## src/rtl/array_mult_pipe_if.sv

```systemverilog
// Operand/product handshake bundle for array_mult_pipe.
// The operand source and the product sink both use the master side.
interface array_mult_pipe_if #(
    parameter int WIDTH = 8
);
    logic                   in_valid;
    logic                   in_ready;
    logic [WIDTH-1:0]       in_a;
    logic [WIDTH-1:0]       in_b;
    logic                   in_signed;
    logic                   out_valid;
    logic                   out_ready;
    logic [2*WIDTH-1:0]     out_p;
    logic                   out_signed;
    logic                   busy;

    modport master (
        output in_valid, in_a, in_b, in_signed, out_ready,
        input  in_ready, out_valid, out_p, out_signed, busy
    );

    modport slave (
        input  in_valid, in_a, in_b, in_signed, out_ready,
        output in_ready, out_valid, out_p, out_signed, busy
    );
endinterface

```

## src/rtl/array_mult_pipe.sv

```systemverilog
// Pipelined Baugh-Wooley array multiplier. Level 0 registers the operands, and
// levels 1..STAGES each add ROWS_PER_STAGE partial-product rows into a running sum.
module array_mult_pipe #(
    parameter int WIDTH          = 8,
    parameter int ROWS_PER_STAGE = 2,
    parameter int APPROX_COLS    = 0
) (
    input  logic              clk,
    input  logic              rst_n,
    array_mult_pipe_if.slave  bus
);
    localparam int PW     = 2 * WIDTH;
    localparam int STAGES = (WIDTH + ROWS_PER_STAGE - 1) / ROWS_PER_STAGE;
    localparam logic [PW-1:0] BW_CONST = (PW'(1) << WIDTH) | (PW'(1) << (PW - 1));

    // Builds row i, already shifted into place. Sign inversion is applied before truncation.
    function automatic logic [PW-1:0] pp_row(input logic [WIDTH-1:0] a,
                                             input logic [WIDTH-1:0] b,
                                             input logic             sgn,
                                             input int               i);
        logic [PW-1:0]    row;
        logic [WIDTH-1:0] a_sh;
        logic [WIDTH-1:0] b_sh;
        logic             bit_v;
        row  = '0;
        b_sh = b >> i;
        for (int j = 0; j < WIDTH; j++) begin
            a_sh  = a >> j;
            bit_v = a_sh[0] & b_sh[0];
            if (sgn && ((i == WIDTH - 1) != (j == WIDTH - 1))) begin
                bit_v = ~bit_v;
            end else begin
                bit_v = bit_v;
            end
            if (i + j < APPROX_COLS) begin
                bit_v = 1'b0;
            end else begin
                bit_v = bit_v;
            end
            row = row | (PW'(bit_v) << (i + j));
        end
        return row;
    endfunction

    logic [STAGES:0]   valid_q, valid_d;
    logic [STAGES:0]   sgn_q,   sgn_d;
    logic [PW-1:0]     sum_q [0:STAGES];
    logic [PW-1:0]     sum_d [0:STAGES];
    logic [WIDTH-1:0]  a_q   [0:STAGES-1];
    logic [WIDTH-1:0]  a_d   [0:STAGES-1];
    logic [WIDTH-1:0]  b_q   [0:STAGES-1];
    logic [WIDTH-1:0]  b_d   [0:STAGES-1];
    logic [PW-1:0]     acc_s;
    logic              advance_s;

    assign bus.in_ready   = advance_s;
    assign bus.out_valid  = valid_q[STAGES];
    assign bus.out_p      = sum_q[STAGES];
    assign bus.out_signed = sgn_q[STAGES];
    assign bus.busy       = |valid_q;

    // Next-state of every level: shift by one when the output can move, else hold.
    always_comb begin
        advance_s = ~valid_q[STAGES] | bus.out_ready;
        valid_d   = valid_q;
        sgn_d     = sgn_q;
        sum_d     = sum_q;
        a_d       = a_q;
        b_d       = b_q;
        acc_s     = '0;
        if (advance_s) begin
            valid_d[0] = bus.in_valid;
            sgn_d[0]   = bus.in_signed;
            a_d[0]     = bus.in_a;
            b_d[0]     = bus.in_b;
            // The Baugh-Wooley correction constant is seeded up front so later stages only add rows.
            sum_d[0]   = bus.in_signed ? BW_CONST : '0;
            for (int k = 1; k <= STAGES; k++) begin
                valid_d[k] = valid_q[k-1];
                sgn_d[k]   = sgn_q[k-1];
                acc_s      = sum_q[k-1];
                for (int r = 0; r < ROWS_PER_STAGE; r++) begin
                    if ((k - 1) * ROWS_PER_STAGE + r < WIDTH) begin
                        acc_s = acc_s + pp_row(a_q[k-1], b_q[k-1], sgn_q[k-1],
                                               (k - 1) * ROWS_PER_STAGE + r);
                    end else begin
                        acc_s = acc_s;
                    end
                end
                sum_d[k] = acc_s;
            end
            for (int k = 1; k < STAGES; k++) begin
                a_d[k] = a_q[k-1];
                b_d[k] = b_q[k-1];
            end
        end else begin
            valid_d = valid_q;
            sum_d   = sum_q;
        end
    end

    // Pipeline registers; reset discards every operation in flight.
    always_ff @(posedge clk or negedge rst_n) begin
        if (!rst_n) begin
            valid_q <= '0;
            sgn_q   <= '0;
            for (int k = 0; k <= STAGES; k++) begin
                sum_q[k] <= '0;
            end
            for (int k = 0; k < STAGES; k++) begin
                a_q[k] <= '0;
                b_q[k] <= '0;
            end
        end else begin
            valid_q <= valid_d;
            sgn_q   <= sgn_d;
            sum_q   <= sum_d;
            a_q     <= a_d;
            b_q     <= b_d;
        end
    end
endmodule

```

## src/flat_wrapper.sv

```systemverilog
// flat-port wrapper written by rule: the top's interface ports become plain ports
module array_mult_pipe_flat 
#(
    parameter int WIDTH          = 8,
    parameter int ROWS_PER_STAGE = 2,
    parameter int APPROX_COLS    = 0
)
  (clk, rst_n, bus_in_valid, bus_in_a, bus_in_b, bus_in_signed, bus_out_ready, bus_in_ready, bus_out_valid, bus_out_p, bus_out_signed, bus_busy);
  array_mult_pipe_if #(.WIDTH(WIDTH)) bus_i ();
  input  logic clk;
  input  logic rst_n;
  input wire logic [$bits(bus_i.in_valid)-1:0] bus_in_valid;
  input wire logic [$bits(bus_i.in_a)-1:0] bus_in_a;
  input wire logic [$bits(bus_i.in_b)-1:0] bus_in_b;
  input wire logic [$bits(bus_i.in_signed)-1:0] bus_in_signed;
  input wire logic [$bits(bus_i.out_ready)-1:0] bus_out_ready;
  output wire logic [$bits(bus_i.in_ready)-1:0] bus_in_ready;
  output wire logic [$bits(bus_i.out_valid)-1:0] bus_out_valid;
  output wire logic [$bits(bus_i.out_p)-1:0] bus_out_p;
  output wire logic [$bits(bus_i.out_signed)-1:0] bus_out_signed;
  output wire logic [$bits(bus_i.busy)-1:0] bus_busy;
  assign bus_i.in_valid = bus_in_valid;
  assign bus_i.in_a = bus_in_a;
  assign bus_i.in_b = bus_in_b;
  assign bus_i.in_signed = bus_in_signed;
  assign bus_i.out_ready = bus_out_ready;
  assign bus_in_ready = bus_i.in_ready;
  assign bus_out_valid = bus_i.out_valid;
  assign bus_out_p = bus_i.out_p;
  assign bus_out_signed = bus_i.out_signed;
  assign bus_busy = bus_i.busy;
  array_mult_pipe #(.WIDTH(WIDTH), .ROWS_PER_STAGE(ROWS_PER_STAGE), .APPROX_COLS(APPROX_COLS)) u_core (.clk(clk), .rst_n(rst_n), .bus(bus_i));
endmodule
```

## config.mk

```make
export PLATFORM = sky130hd
export DESIGN_NAME = array_mult_pipe_flat
export DESIGN_NICKNAME = d
export VERILOG_FILES = /design/src/rtl/array_mult_pipe_if.sv /design/src/rtl/array_mult_pipe.sv /design/src/flat_wrapper.sv
export SDC_FILE = /design/constraint.sdc
export NUM_CORES = 1
export LEC_CHECK = 0
export BUFFER_PORTS_ARGS = -buffer_cell sky130_fd_sc_hd__buf_2
export CORE_ASPECT_RATIO = 0.8
export CORE_UTILIZATION = 35
export CTS_CLUSTER_DIAMETER = 30
export DETAILED_ROUTE_END_ITERATION = 12
export MAX_ROUTING_LAYER = met4
export RECOVER_POWER = 50
export SLEW_MARGIN = 20
export SYNTH_ARGS = -nofsm -noshare
export SYNTH_HDL_FRONTEND = slang
export SYNTH_SLANG_ARGS = --single-unit
```

## constraint.sdc

```tcl
create_clock -name clk -period 5 [get_ports clk]
set_clock_uncertainty 0.2 [all_clocks]
set_input_delay 1 -clock clk [delete_from_list [all_inputs] [get_ports clk]]
set_output_delay 1 -clock clk [all_outputs]
set_load 0.1 [all_outputs]
```

# After elaboration in Yosys (flattened, before gate mapping)
# Cells that the tools add are included.
# totals
regBits	154
output_inout_bits	20
# classes
add_sub_neg	8
n_mux	83
bitwise_logic	136
reduce_logical	1
# op_table
operator	count
adder 16 bit	8
OR 16 x 10 -> 16 bit	6
OR 16 x 8 -> 16 bit	6
OR 16 x 9 -> 16 bit	6
two-way mux 16 bit	5
OR 16 x 11 -> 16 bit	5
OR 16 x 7 -> 16 bit	5
two-way mux 1 bit	78
AND 1 bit	64
OR 16 x 12 -> 16 bit	4
OR 16 x 6 -> 16 bit	4
OR 16 x 13 -> 16 bit	3
OR 16 x 5 -> 16 bit	3
OR 16 x 14 -> 16 bit	2
OR 16 x 4 -> 16 bit	2
OR 16 x 15 -> 16 bit	1
OR 16 x 3 -> 16 bit	1
inverter 1 bit	15
OR 8 x 9 -> 9 bit	1
OR 7 x 8 -> 8 bit	1
OR 6 x 7 -> 7 bit	1
OR 5 x 6 -> 6 bit	1
OR 4 x 5 -> 5 bit	1
OR reduction 5 bit	1
other kinds (4)	4

# Depth between registers and ports, before layout
# Gate-level depths: netlist (run 1).
# logic_depth
depth_word	13
ltp_mapped	14
mapped_depth_nobuf	14

# Worst setup path after synthesis (run 1)
# No wires, ideal clock.
# synth_timing
path_kind	input -> output
startpoint	input bus_out_ready
endpoint	output bus_in_ready
t_arrival_ns	2.403
t_required_ns	3.800
slack_ns	1.397
path_stages	4
path_buffers	2
path_cell_list	nor2b_1 clkinv_1 clkbuf_1 clkbuf_1
# synth_via
elab_chain_len	1
# synth_lines
item	line	rtl
from (decl)	flat_wrapper.sv:16	input wire logic [$bits(bus_i.out_ready)-1:0] bus_out_ready;
OR 1 bit	array_mult_pipe.sv:64	advance_s = ~valid_q[STAGES] | bus.out_ready;
to (decl)	flat_wrapper.sv:17	output wire logic [$bits(bus_i.in_ready)-1:0] bus_in_ready;
# Every way passes these cells.

# Final worst setup path (run 1)
# layout_timing
startpoint	input bus_out_ready
endpoint	register u_core.sum_q[42] (netlist bit)
# layout_via
elab_chain_len	1
# layout_lines
item	line	rtl
OR 1 bit	array_mult_pipe.sv:64	
to (signal assigned)	array_mult_pipe.sv:117	sum_q <= sum_d;
to (decl)	array_mult_pipe.sv:47	logic [PW-1:0] sum_q [0:STAGES];
# Every way passes these cells.
# A chain may end at the register's enable or synchronous reset.

==> run summary, run 1 <==
Result of the run = finished with violations
Violations in the final reports = capacitance limit, slew limit
Sequential-to-total area share from yosys stat = 41.3%
Hold path cells = 2
CTS H-tree lvls = 4
Number of global-route vias before repair = 4,884
Number of gates resized after cts = 0
Accumulated negative setup slack = 0 ns
Final WS setup = 0.953 ns
Post-CTS clock slew at the launch and capture registers of the worst setup and hold paths = 0.06 ns
Iteration-0 DRC count of the detailed router = 294
Maximum number of buffers from clock root to sink = 2
Diode count = 0
Count of synthesis-stage warnings from yosys = 0
Path category of the worst min-delay check = reg -> reg
Biggest area consumer among synthesized cells = sky130_fd_sc_hd__dfrtp_1
Die Height = 128 um
Min Clock Period, post-route = 4.05 ns
Prevailing post-synth register cell = sky130_fd_sc_hd__dfrtp_1
Number of remaining DRC errors = 0
Number of port buffers = 40
Slew @ Worst Pin = 2.84 ns
Post-placement setup slack = 1.46 ns
Data arrival time at the worst-slack endpoint = 4.13 ns
TritonCTS Buffers = 17
Die outline width = 159 um
Core region area = 0.0191 mm2
Count of pins over their slew limit = 108
Post-CTS Setup Bufs = 0
Post-synthesis async set-or-reset flop share = 100%
Slew HR = -89.4%
Number of clock sinks = 114
Compound-Gate Fraction of Synth Area = 11.5%
Number of antenna violations at the first check in global routing = 0
Worst R2R Path Depth = 5
Total vias in the final route = 5,207
Wire length of the first global-routing pass = 24.2 mm
Final non-filler cell total = 1,103
Average cell area after synthesis = 8.51 um2
Detailed Place HPWL = 9.76 mm
Setup repair after global routing missed its margin = no
Via-per-instance ratio = 4.72
Crit end category = register
Total nets after synthesis = 895
List of most frequent post-synthesis cells = sky130_fd_sc_hd__nand2_1 (281), sky130_fd_sc_hd__dfrtp_1 (114), sky130_fd_sc_hd__ha_1 (56)
FMAX = 247 MHz
DIE AREA = 0.0203 mm2
Final period utilization = 80.9%
Overall routed net length = 13.9 mm
Nets = 916
Clock Root Buffer = sky130_fd_sc_hd__clkbuf_16
Layout overhead on the synthesized area = 13.1%
Area share of the largest cell type after synthesis = 41.3%
Number of cells in the design after placement = 1,071
Mux contribution to synthesized area = 0%
Count of pins on the block boundary = 41
Arithmetic-cell share of the synthesized area counting full adders, half adders and majority gates = 12.2%
Most frequent cell after synthesis = sky130_fd_sc_hd__nand2_1
Critical path class = in -> reg
Instance count of the mapped netlist = 811
Average wire per standard cell = 12.6 um
Hold slack = 0.262 ns
Number of max-capacitance violations reported = 2
Clock insertion delay at the later pin of the skew report = 0.42 ns
Layout cell share with drive strength beyond 1 = 9.47%
Xor and xnor area share after synthesis = 5.45%
Final number of hold-violating endpoints = 0
Number of flops mapped to enable cells by yosys = 0
Dominant combinational cell family by area after synthesis = simple AND/OR/NAND/NOR gates
Library cells used by synthesis = 41
Leading cell types by total area after synthesis = sky130_fd_sc_hd__dfrtp_1 (41%), sky130_fd_sc_hd__nand2_1 (15%), sky130_fd_sc_hd__ha_1 (10%)
Fillcell total = 1,991
Antenna Nets Post-Route = 0
Total setup violations reported at the end of the flow = 0
Site Rows = 45
DRT Pass-1 Iters = 4
Crit path launch type = input port
Number of hold buffers added after CTS = 0
CP Data Required Time = 5.08 ns
Starting Density = 36.1%
Combined global-route utilization of all metal layers = 15.3%
Total standard cell area after synthesis = 0.00690 mm2
Worst-path fanout max = 65
Number of flip-flops and latches in the synthesized netlist = 114
Maximum number of pins on one net before global-route repair = 79
Clock tree from TritonCTS = done
Post-Synth Simple-Gate Area = 25.2%
Placer congestion estimate = 0.754
Final global-route overflow total = 0
[sequential cells by signal, indices dropped and copies added, names as in the netlist]
register and cells:
u_core.sum_q 36, u_core.a_q 32, u_core.b_q 20, u_core.bus.out_p 16, u_core.sgn_q 5, u_core.valid_q 5
[through the flow]
stage	util (%)	area (um2)
CTS	40.9	7830
global placement	37.8	7240
floorplan	-	6900
global route	40.8	7810
finish	40.8	7810
detailed placement	37.8	7240
[metal layers]
| metal | wire (um) | share of wire, % | track usage [%] |
|---|---|---|---|
| met1 | 7500 | 54 | 21.2 |
| met2 | 5860 | 42 | 22.1 |
| met3 | 428 | 3.1 | 4.06 |
| met4 | 119 | 0.86 | 4.07 |
| met5 | 0 | 0 | - |
[worst paths after layout]
kind / start / to / slack, ns
worst min register to register: u_core.bus.out_p[7] / u_core.bus.out_p[7] / 0.26
worst max register to register: u_core.valid_q[4] / u_core.sum_q[42] / 1.25
max in group asynchronous: rst_n / u_core.b_q[18] / 1.65
min in group asynchronous: rst_n / u_core.bus.out_p[12] / 1.03
worst min-delay path: u_core.bus.out_p[7] / u_core.bus.out_p[7] / 0.26
worst max-delay path: bus_out_ready / u_core.sum_q[42] / 0.95
[critical path: stages]
cell and delay, ns:
sky130_fd_sc_hd__buf_2 0.10, sky130_fd_sc_hd__nor2b_1 0.27, sky130_fd_sc_hd__clkbuf_1 2.06, sky130_fd_sc_hd__nor3b_1 0.16, sky130_fd_sc_hd__a221oi_1 0.39, sky130_fd_sc_hd__nand3_1 0.13
[cell families (layout without fill, tap and decap cells)]
group,count (synthesis),count (layout)
AO/OA/AOI/OAI,125,125
XOR/XNOR,43,43
adder cells (fa/ha/maj),63,63
buffers and inverters,60,94
flip-flops,114,114
AND/OR/NAND/NOR,406,406
[cell type report]
cell class	count	area (um2)	area share, %
Clock buffer	18	429	5.50
Clock inverter	14	155	1.99
Inverter	16	61.3	0.785
Multi-Input combinational cell	637	3750	48.1
Sequential cell	114	2850	36.5
Tap cell	258	323	4.13
Timing Repair Buffer	46	235	3.01
[cell usage in the layout, fill, tap and decap left out, types with 5 or more instances in the layout]
cell type                    netlist  final
sky130_fd_sc_hd__nand2_1         281    281
sky130_fd_sc_hd__dfrtp_1         114    114
sky130_fd_sc_hd__ha_1             56     56
sky130_fd_sc_hd__and2_1           46     45
sky130_fd_sc_hd__buf_2            11     39
sky130_fd_sc_hd__nor2_1           36     36
sky130_fd_sc_hd__a21oi_1          33     33
sky130_fd_sc_hd__o21ai_0          31     31
sky130_fd_sc_hd__xnor2_1          28     28
sky130_fd_sc_hd__clkbuf_16         0     17
sky130_fd_sc_hd__inv_1            15     15
sky130_fd_sc_hd__xor2_1           15     15
sky130_fd_sc_hd__nor3_1           13     13
sky130_fd_sc_hd__a21o_1           12     12
sky130_fd_sc_hd__a211oi_1         12     12
sky130_fd_sc_hd__o21a_1           10     10
sky130_fd_sc_hd__nand3_1           7      7
sky130_fd_sc_hd__o21bai_1          7      7
sky130_fd_sc_hd__fa_1              7      7
sky130_fd_sc_hd__o31a_1            5      5
sky130_fd_sc_hd__clkinvlp_4        0      5
Power of run 1 is not shown: default switching activity piles up to over one toggle a cycle in this logic, so the estimate is an artifact.
==> run 2, diff against run 1 <==
- clock period: 5 -> 3.78 ns (I/O delays scaled with it)
==> run summary, run 2 (synthesized netlist as in run 1, its figures left out) <==
Setup repair after global routing missed its margin = no (unchanged)
Die Height = 128 um (unchanged)
Post-CTS Setup Bufs = 0 (unchanged)
Top reg by flops = u_core.sum_q (unchanged)
Average wire per standard cell = 12.8 um (was 12.6 um)
Layout overhead on the synthesized area = 13.1% (about the same)
Crit path launch type = register (was input port)
Overall routed net length = 14.1 mm (was 13.9 mm)
Site Rows = 45 (unchanged)
Antenna Nets Post-Route = 0 (unchanged)
TritonCTS Buffers = 17 (unchanged)
Clock tree from TritonCTS = done (unchanged)
CTS H-tree lvls = 4 (unchanged)
Post-CTS clock slew at the launch and capture registers of the worst setup and hold paths = 0.05 ns (was 0.06 ns)
Number of max-capacitance violations reported = 2 (unchanged)
Iteration-0 DRC count of the detailed router = 321 (was 294)
Largest registers ranked by flip-flop count = u_core.sum_q: 36 flops, u_core.a_q: 32 flops, u_core.b_q: 20 flops (unchanged)
Most common cell after layout, fill and taps aside = sky130_fd_sc_hd__nand2_1 (unchanged)
Min Clock Period, post-route = 3.51 ns
Result of the run = finished with violations (unchanged)
Count of pins on the block boundary = 41 (unchanged)
Final number of hold-violating endpoints = 0 (unchanged)
Area of the multi-input gates = 0.00376 mm2 (was 0.00375 mm2)
Hold slack = 0.260 ns (was 0.262 ns)
Count of pins over their slew limit = 229 (was 108)
Total setup violations reported at the end of the flow = 0 (unchanged)
Accumulated negative setup slack = 0 ns (unchanged)
Number of gates resized after cts = 0 (unchanged)
Core region area = 0.0191 mm2 (unchanged)
Path category of the worst min-delay check = reg -> reg (unchanged)
Sequential cell area = 0.00285 mm2 (unchanged)
Slew @ Worst Pin = 2.59 ns (was 2.84 ns)
Crit end category = register (unchanged)
Number of hold buffers added after CTS = 0 (unchanged)
Number of clock sinks = 114 (unchanged)
Final global-route overflow total = 0 (unchanged)
Violations in the final reports = capacitance limit, slew limit (unchanged)
FMAX = 285 MHz
Clock Root Buffer = sky130_fd_sc_hd__clkbuf_16 (unchanged)
Worst R2R Path Depth = 13 (was 5)
Number of remaining DRC errors = 0 (unchanged)
R2R Setup Slk = 0.27 ns (was 1.25 ns)
Maximum number of buffers from clock root to sink = 2 (unchanged)
Maximum number of pins on one net before global-route repair = 115 (was 79)
Total vias in the final route = 5,207 (unchanged)
Number of antenna violations at the first check in global routing = 0 (unchanged)
Final period utilization = 92.9%
Critical path class = reg -> reg (was in -> reg)
Via-per-instance ratio = 4.73 (was 4.72)
Worst-path fanout max = 9 (was 65)
Clock insertion delay at the later pin of the skew report = 0.42 ns (about the same)
Number of global-route vias before repair = 5,041 (was 4,884)
Data arrival time at the worst-slack endpoint = 3.66 ns (was 4.13 ns)
Number of flip-flops under the largest register name = 36 (unchanged)
Leading cell types in the layout, fill and taps excluded = sky130_fd_sc_hd__nand2_1 (281), sky130_fd_sc_hd__dfrtp_1 (114), sky130_fd_sc_hd__ha_1 (56), sky130_fd_sc_hd__and2_1 (46), sky130_fd_sc_hd__buf_2 (40) (was sky130_fd_sc_hd__nand2_1 (281), sky130_fd_sc_hd__dfrtp_1 (114), sky130_fd_sc_hd__ha_1 (56), sky130_fd_sc_hd__and2_1 (45), sky130_fd_sc_hd__buf_2 (39))
Slew HR = -72.7% (was -89.4%)
Layout cell share with drive strength beyond 1 = 9.72% (was 9.47%)
Die outline width = 159 um (unchanged)
Hold path cells = 2 (unchanged)
Placer congestion estimate = 0.790 (was 0.754)
Number of port buffers = 40 (unchanged)
Wire length of the first global-routing pass = 24.6 mm (was 24.2 mm)
Nets = 915 (was 916)
DIE AREA = 0.0203 mm2 (unchanged)
Combined global-route utilization of all metal layers = 15.5% (was 15.3%)
CP Data Required Time = 3.93 ns (was 5.08 ns)
DRT Pass-1 Iters = 5 (was 4)
Diode count = 0 (unchanged)
Fillcell total = 1,983 (was 1,991)
Detailed Place HPWL = 9.50 mm (was 9.76 mm)
Starting Density = 36.1% (unchanged)
-- run 2: final cells by class --
type                    instances  area share (%)
repair buffers                 45            3.01
clock inverters                13            1.75
well taps                     258            4.13
flip-flops and latches        114            36.5
clock buffers                  19            5.67
inverters                      16           0.785
multi-input cells             637            48.1
-- run 2: metal layers --
layer | up-vias | wire, um | GRT usage [%]
met5 | - | 0 | -
met4 | 0 | 122 | 5.09
met3 | 11 | 353 | 3.15
met2 | 62 | 5840 | 22.3
met1 | 2417 | 7800 | 21.7
li1 | 2717 | - | -
-- run 2: final timing paths --
check	startpoint	endpoint
min in group asynchronous	rst_n	u_core.bus.out_p[12]
max in group asynchronous	rst_n	u_core.sum_q[55]
max reg2reg	u_core.b_q[12]	u_core.sum_q[28]
min reg2reg	u_core.bus.out_p[3]	u_core.bus.out_p[3]
min	u_core.bus.out_p[3]	u_core.bus.out_p[3]
max	u_core.b_q[12]	u_core.sum_q[28]
-- run 2: critical path: stages (launching register included) --
cell,delay (ns)
sky130_fd_sc_hd__dfrtp_1,0.46
sky130_fd_sc_hd__and2_1,0.18
sky130_fd_sc_hd__ha_1,0.23
sky130_fd_sc_hd__fa_1,0.44
sky130_fd_sc_hd__a21o_1,0.18
sky130_fd_sc_hd__a21oi_1,0.21
sky130_fd_sc_hd__nor2_1,0.10
sky130_fd_sc_hd__a211oi_1,0.27
sky130_fd_sc_hd__xnor2_1,0.10
sky130_fd_sc_hd__ha_1,0.35
sky130_fd_sc_hd__o21a_1,0.15
sky130_fd_sc_hd__o21ai_0,0.09
sky130_fd_sc_hd__or4_1,0.40
sky130_fd_sc_hd__nand3_1,0.08
-- run 2: stage by stage --
stage	utilization [%]	setup WS, ns	cells	instance area, um2
2_1_floorplan	-	0.436	811	6900
3_3_place_gp	37.9	0.254	1070	7260
3_5_place_dp	37.9	0.221	1070	7260
4_1_cts	41.0	0.188	1102	7840
5_1_grt	40.8	0.00213	1102	7810
6_report	40.8	0.270	1102	7810
Power of run 2 is left out for the same reason.
==> run 3, diff against run 2 <==
- ABC_AREA: unset -> 1
==> run summary, run 3 <==
Layout cell share with drive strength beyond 1 = 7.52% (was 9.72%)
Setup repair after global routing missed its margin = no (unchanged)
Clock Root Buffer = sky130_fd_sc_hd__clkbuf_16 (unchanged)
Number of remaining DRC errors = 0 (unchanged)
Summed area of non-filler cells in the final layout = 0.00821 mm2 (was 0.00781 mm2)
TritonCTS Buffers = 17 (unchanged)
Path category of the worst min-delay check = reg -> reg (unchanged)
Average wire per standard cell = 11.8 um (was 12.8 um)
Fillcell total = 2,142 (was 1,983)
Arithmetic-cell share of the synthesized area counting full adders, half adders and majority gates = 11.4% (was 12.2%)
Leading cell types in the layout, fill and taps excluded = sky130_fd_sc_hd__nand2_1 (376), sky130_fd_sc_hd__inv_1 (168), sky130_fd_sc_hd__dfrtp_1 (114), sky130_fd_sc_hd__ha_1 (56), sky130_fd_sc_hd__nand3_1 (50) (was sky130_fd_sc_hd__nand2_1 (281), sky130_fd_sc_hd__dfrtp_1 (114), sky130_fd_sc_hd__ha_1 (56), sky130_fd_sc_hd__and2_1 (46), sky130_fd_sc_hd__buf_2 (40))
Clock insertion delay at the later pin of the skew report = 0.42 ns (about the same)
Data arrival time at the worst-slack endpoint = 3.15 ns (was 3.66 ns)
Average cell area after synthesis = 7.30 um2 (was 8.51 um2)
Number of flops mapped to enable cells by yosys = 0 (unchanged)
Compound-Gate Fraction of Synth Area = 7.69% (was 11.5%)
Antenna Nets Post-Route = 0 (unchanged)
Overall routed net length = 15.4 mm (was 14.1 mm)
Placer congestion estimate = 0.870 (was 0.790)
Sequential-to-total area share from yosys stat = 38.8% (was 41.3%)
Count of synthesis-stage warnings from yosys = 0 (unchanged)
Top reg by flops = u_core.sum_q (unchanged)
FMAX = 327 MHz (was 285 MHz)
Worst path buffer plus inverter count = 2 (was 0)
Hold path cells = 2 (unchanged)
Cell area after placement = 0.00767 mm2 (was 0.00726 mm2)
Die outline width = 164 um (was 159 um)
Count of pins over their slew limit = 174 (was 229)
Total standard cell area after synthesis = 0.00736 mm2 (was 0.00690 mm2)
Dominant combinational cell family by area after synthesis = simple AND/OR/NAND/NOR gates (unchanged)
CTS H-tree lvls = 4 (unchanged)
Utilization after layout = 39.8% (was 40.8%)
Number of flip-flops under the largest register name = 36 (unchanged)
Final period utilization = 80.8% (was 92.9%)
Mux contribution to synthesized area = 0% (unchanged)
Critical path class = in -> reg (was reg -> reg)
Clock tree from TritonCTS = done (unchanged)
Slowest stage cell on the critical path = sky130_fd_sc_hd__clkbuf_2 (was sky130_fd_sc_hd__dfrtp_1)
Count of pins on the block boundary = 41 (unchanged)
Accumulated negative setup slack = 0 ns (unchanged)
Worst R2R Path Depth = 6 (was 13)
Total vias in the final route = 5,837 (was 5,207)
Nets = 1,108 (was 915)
List of most frequent post-synthesis cells = sky130_fd_sc_hd__nand2_1 (376), sky130_fd_sc_hd__inv_1 (167), sky130_fd_sc_hd__dfrtp_1 (114) (was sky130_fd_sc_hd__nand2_1 (281), sky130_fd_sc_hd__dfrtp_1 (114), sky130_fd_sc_hd__ha_1 (56))
Longest individual stage delay on the worst path = 1.64 ns (was 0.46 ns)
Final number of hold-violating endpoints = 0 (unchanged)
Number of hold buffers added after CTS = 0 (unchanged)
Via-per-instance ratio = 4.47 (was 4.73)
CP cell instances = buf_2 > nor2_1 > clkbuf_2 > nor2_1 > nand2_1 > nand3_1 (was and2_1 > ha_1 > fa_1 > a21o_1 > a21oi_1 > nor2_1 > a211oi_1 > xnor2_1 > ha_1 > o21a_1 > o21ai_0 > or4_1 > nand3_1)
Largest registers ranked by flip-flop count = u_core.sum_q: 36 flops, u_core.a_q: 32 flops, u_core.b_q: 20 flops (unchanged)
Crit end category = register (unchanged)
Biggest area consumer among synthesized cells = sky130_fd_sc_hd__dfrtp_1 (unchanged)
Post-CTS Setup Bufs = 0 (unchanged)
Post-Synth Simple-Gate Area = 25.2% (about the same)
Number of clock sinks = 114 (unchanged)
CP Data Required Time = 3.88 ns (was 3.93 ns)
R2R Setup Slk = 0.75 ns (was 0.27 ns)
Number of flip-flops and latches in the synthesized netlist = 114 (unchanged)
Post-CTS clock slew at the launch and capture registers of the worst setup and hold paths = 0.06 ns (was 0.05 ns)
Reg2reg end = u_core.bus.out_p[15] (was u_core.sum_q[28])
Starting Density = 35.6% (was 36.1%)
Post-synthesis async set-or-reset flop share = 100% (unchanged)
Detailed Place HPWL = 11.2 mm (was 9.50 mm)
Iteration-0 DRC count of the detailed router = 346 (was 321)
Xor and xnor area share after synthesis = 4.41% (was 5.45%)
Result of the run = finished with violations (unchanged)
Die Height = 132 um (was 128 um)
Wire length of the first global-routing pass = 26.9 mm (was 24.6 mm)
Most frequent cell after synthesis = sky130_fd_sc_hd__nand2_1 (unchanged)
Number of antenna violations at the first check in global routing = 1 (was 0)
Number of max-capacitance violations reported = 2 (unchanged)
Worst hold start = u_core.b_q[20] (was u_core.bus.out_p[3])
Maximum number of pins on one net before global-route repair = 127 (was 115)
Combined global-route utilization of all metal layers = 16.2% (was 15.5%)
Slew @ Worst Pin = 2.58 ns (was 2.59 ns)
Worst reg2reg startpoint = u_core.valid_q[4] (was u_core.b_q[12])
DIE AREA = 0.0216 mm2 (was 0.0203 mm2)
Leading cell types by total area after synthesis = sky130_fd_sc_hd__dfrtp_1 (39%), sky130_fd_sc_hd__nand2_1 (19%), sky130_fd_sc_hd__ha_1 (9.5%) (was sky130_fd_sc_hd__dfrtp_1 (41%), sky130_fd_sc_hd__nand2_1 (15%), sky130_fd_sc_hd__ha_1 (10%))
Core region area = 0.0206 mm2 (was 0.0191 mm2)
Number of global-route vias before repair = 5,568 (was 5,041)
Most common cell after layout, fill and taps aside = sky130_fd_sc_hd__nand2_1 (unchanged)
Min Clock Period, post-route = 3.06 ns (was 3.51 ns)
Library cells used by synthesis = 25 (was 41)
Prevailing post-synth register cell = sky130_fd_sc_hd__dfrtp_1 (unchanged)
Number of port buffers = 40 (unchanged)
Worst-path fanout max = 126 (was 9)
Library cell appearing most often on the critical path = sky130_fd_sc_hd__nor2_1 (was sky130_fd_sc_hd__ha_1)
Area share of the largest cell type after synthesis = 38.8% (was 41.3%)
Instance count of the mapped netlist = 1,008 (was 811)
Site Rows = 47 (was 45)
Endpoint, Worst Hold = u_core.b_q[12] (was u_core.bus.out_p[3])
Total nets after synthesis = 1,092 (was 895)
Cell type group with the largest total delay on the critical path = buffers and inverters (was adder cells)
Total setup violations reported at the end of the flow = 0 (unchanged)
Final global-route overflow total = 0 (unchanged)
Crit path launch type = input port (was register)
Slew HR = -71.7% (was -72.7%)
Layout overhead on the synthesized area = 11.6% (was 13.1%)
Number of gates resized after cts = 0 (unchanged)
DRT Pass-1 Iters = 5 (unchanged)
Maximum number of buffers from clock root to sink = 2 (unchanged)
Violations in the final reports = capacitance limit, slew limit (unchanged)
-- run 3: how the worst max path moves through the flow --
| stage | startpoint | end | slack [ns] | cells after the start |
|---|---|---|---|---|
| CTS | u_core.b_q[6] | u_core.bus.out_p[15] | 0.76 | 16 |
| floorplan | u_core.b_q[6] | u_core.bus.out_p[15] | 0.94 | 17 |
| detailed placement | u_core.b_q[6] | u_core.bus.out_p[15] | 0.77 | 16 |
| global placement | u_core.b_q[18] | u_core.sum_q[42] | 0.83 | 17 |
| global route | u_core.valid_q[4] | u_core.bus.out_p[9] | 0.33 | 4 |
| finish | bus_out_ready | u_core.bus.out_p[15] | 0.72 | 6 |
-- run 3: cell families after synthesis --
group / Yosys count
AOI/OAI and AO/OA: 110
xor gates and xnor gates: 37
adders and majority gates: 63
buffers and inverters: 218
DFF: 114
and+or+nand+nor: 466
-- run 3: tightest hold or removal path, delay by kind of cell (launching register included) --
kind	cells	cell delay, ns
AND/OR/NAND/NOR	2	0.09
flip-flops	1	0.34
-- run 3: area by class of cell --
| cell class | count | area, um2 | share of cell area, % |
|---|---|---|---|
| well taps | 269 | 337 | 4.10 |
| clock inverters | 15 | 146 | 1.78 |
| diodes | 1 | 2.50 | 0.0305 |
| inverters | 169 | 636 | 7.74 |
| flip-flops and latches | 114 | 2850 | 34.7 |
| clock buffers | 17 | 425 | 5.18 |
| multi-input cells | 676 | 3570 | 43.5 |
| repair buffers | 46 | 238 | 2.90 |
-- run 3: through the flow --
step	instances	hold WS [ns]	setup WS (ns)
floorplan	1008	0.242	0.939
global route	1307	0.294	0.329
detailed placement	1274	0.251	0.775
finish	1307	0.267	0.724
CTS	1306	0.144	0.761
global placement	1274	0.253	0.834
-- run 3: metal layers --
metal	up-vias	wire [um]	share of wire [%]	GRT usage [%]
li1	3115	-	-	-
met1	2632	8020	52	22.2
met2	81	6680	43	23.7
met3	9	524	3.4	4.10
met4	0	147	0.96	4.32
met5	-	0	0	-
Power of run 3 is left out for the same reason.
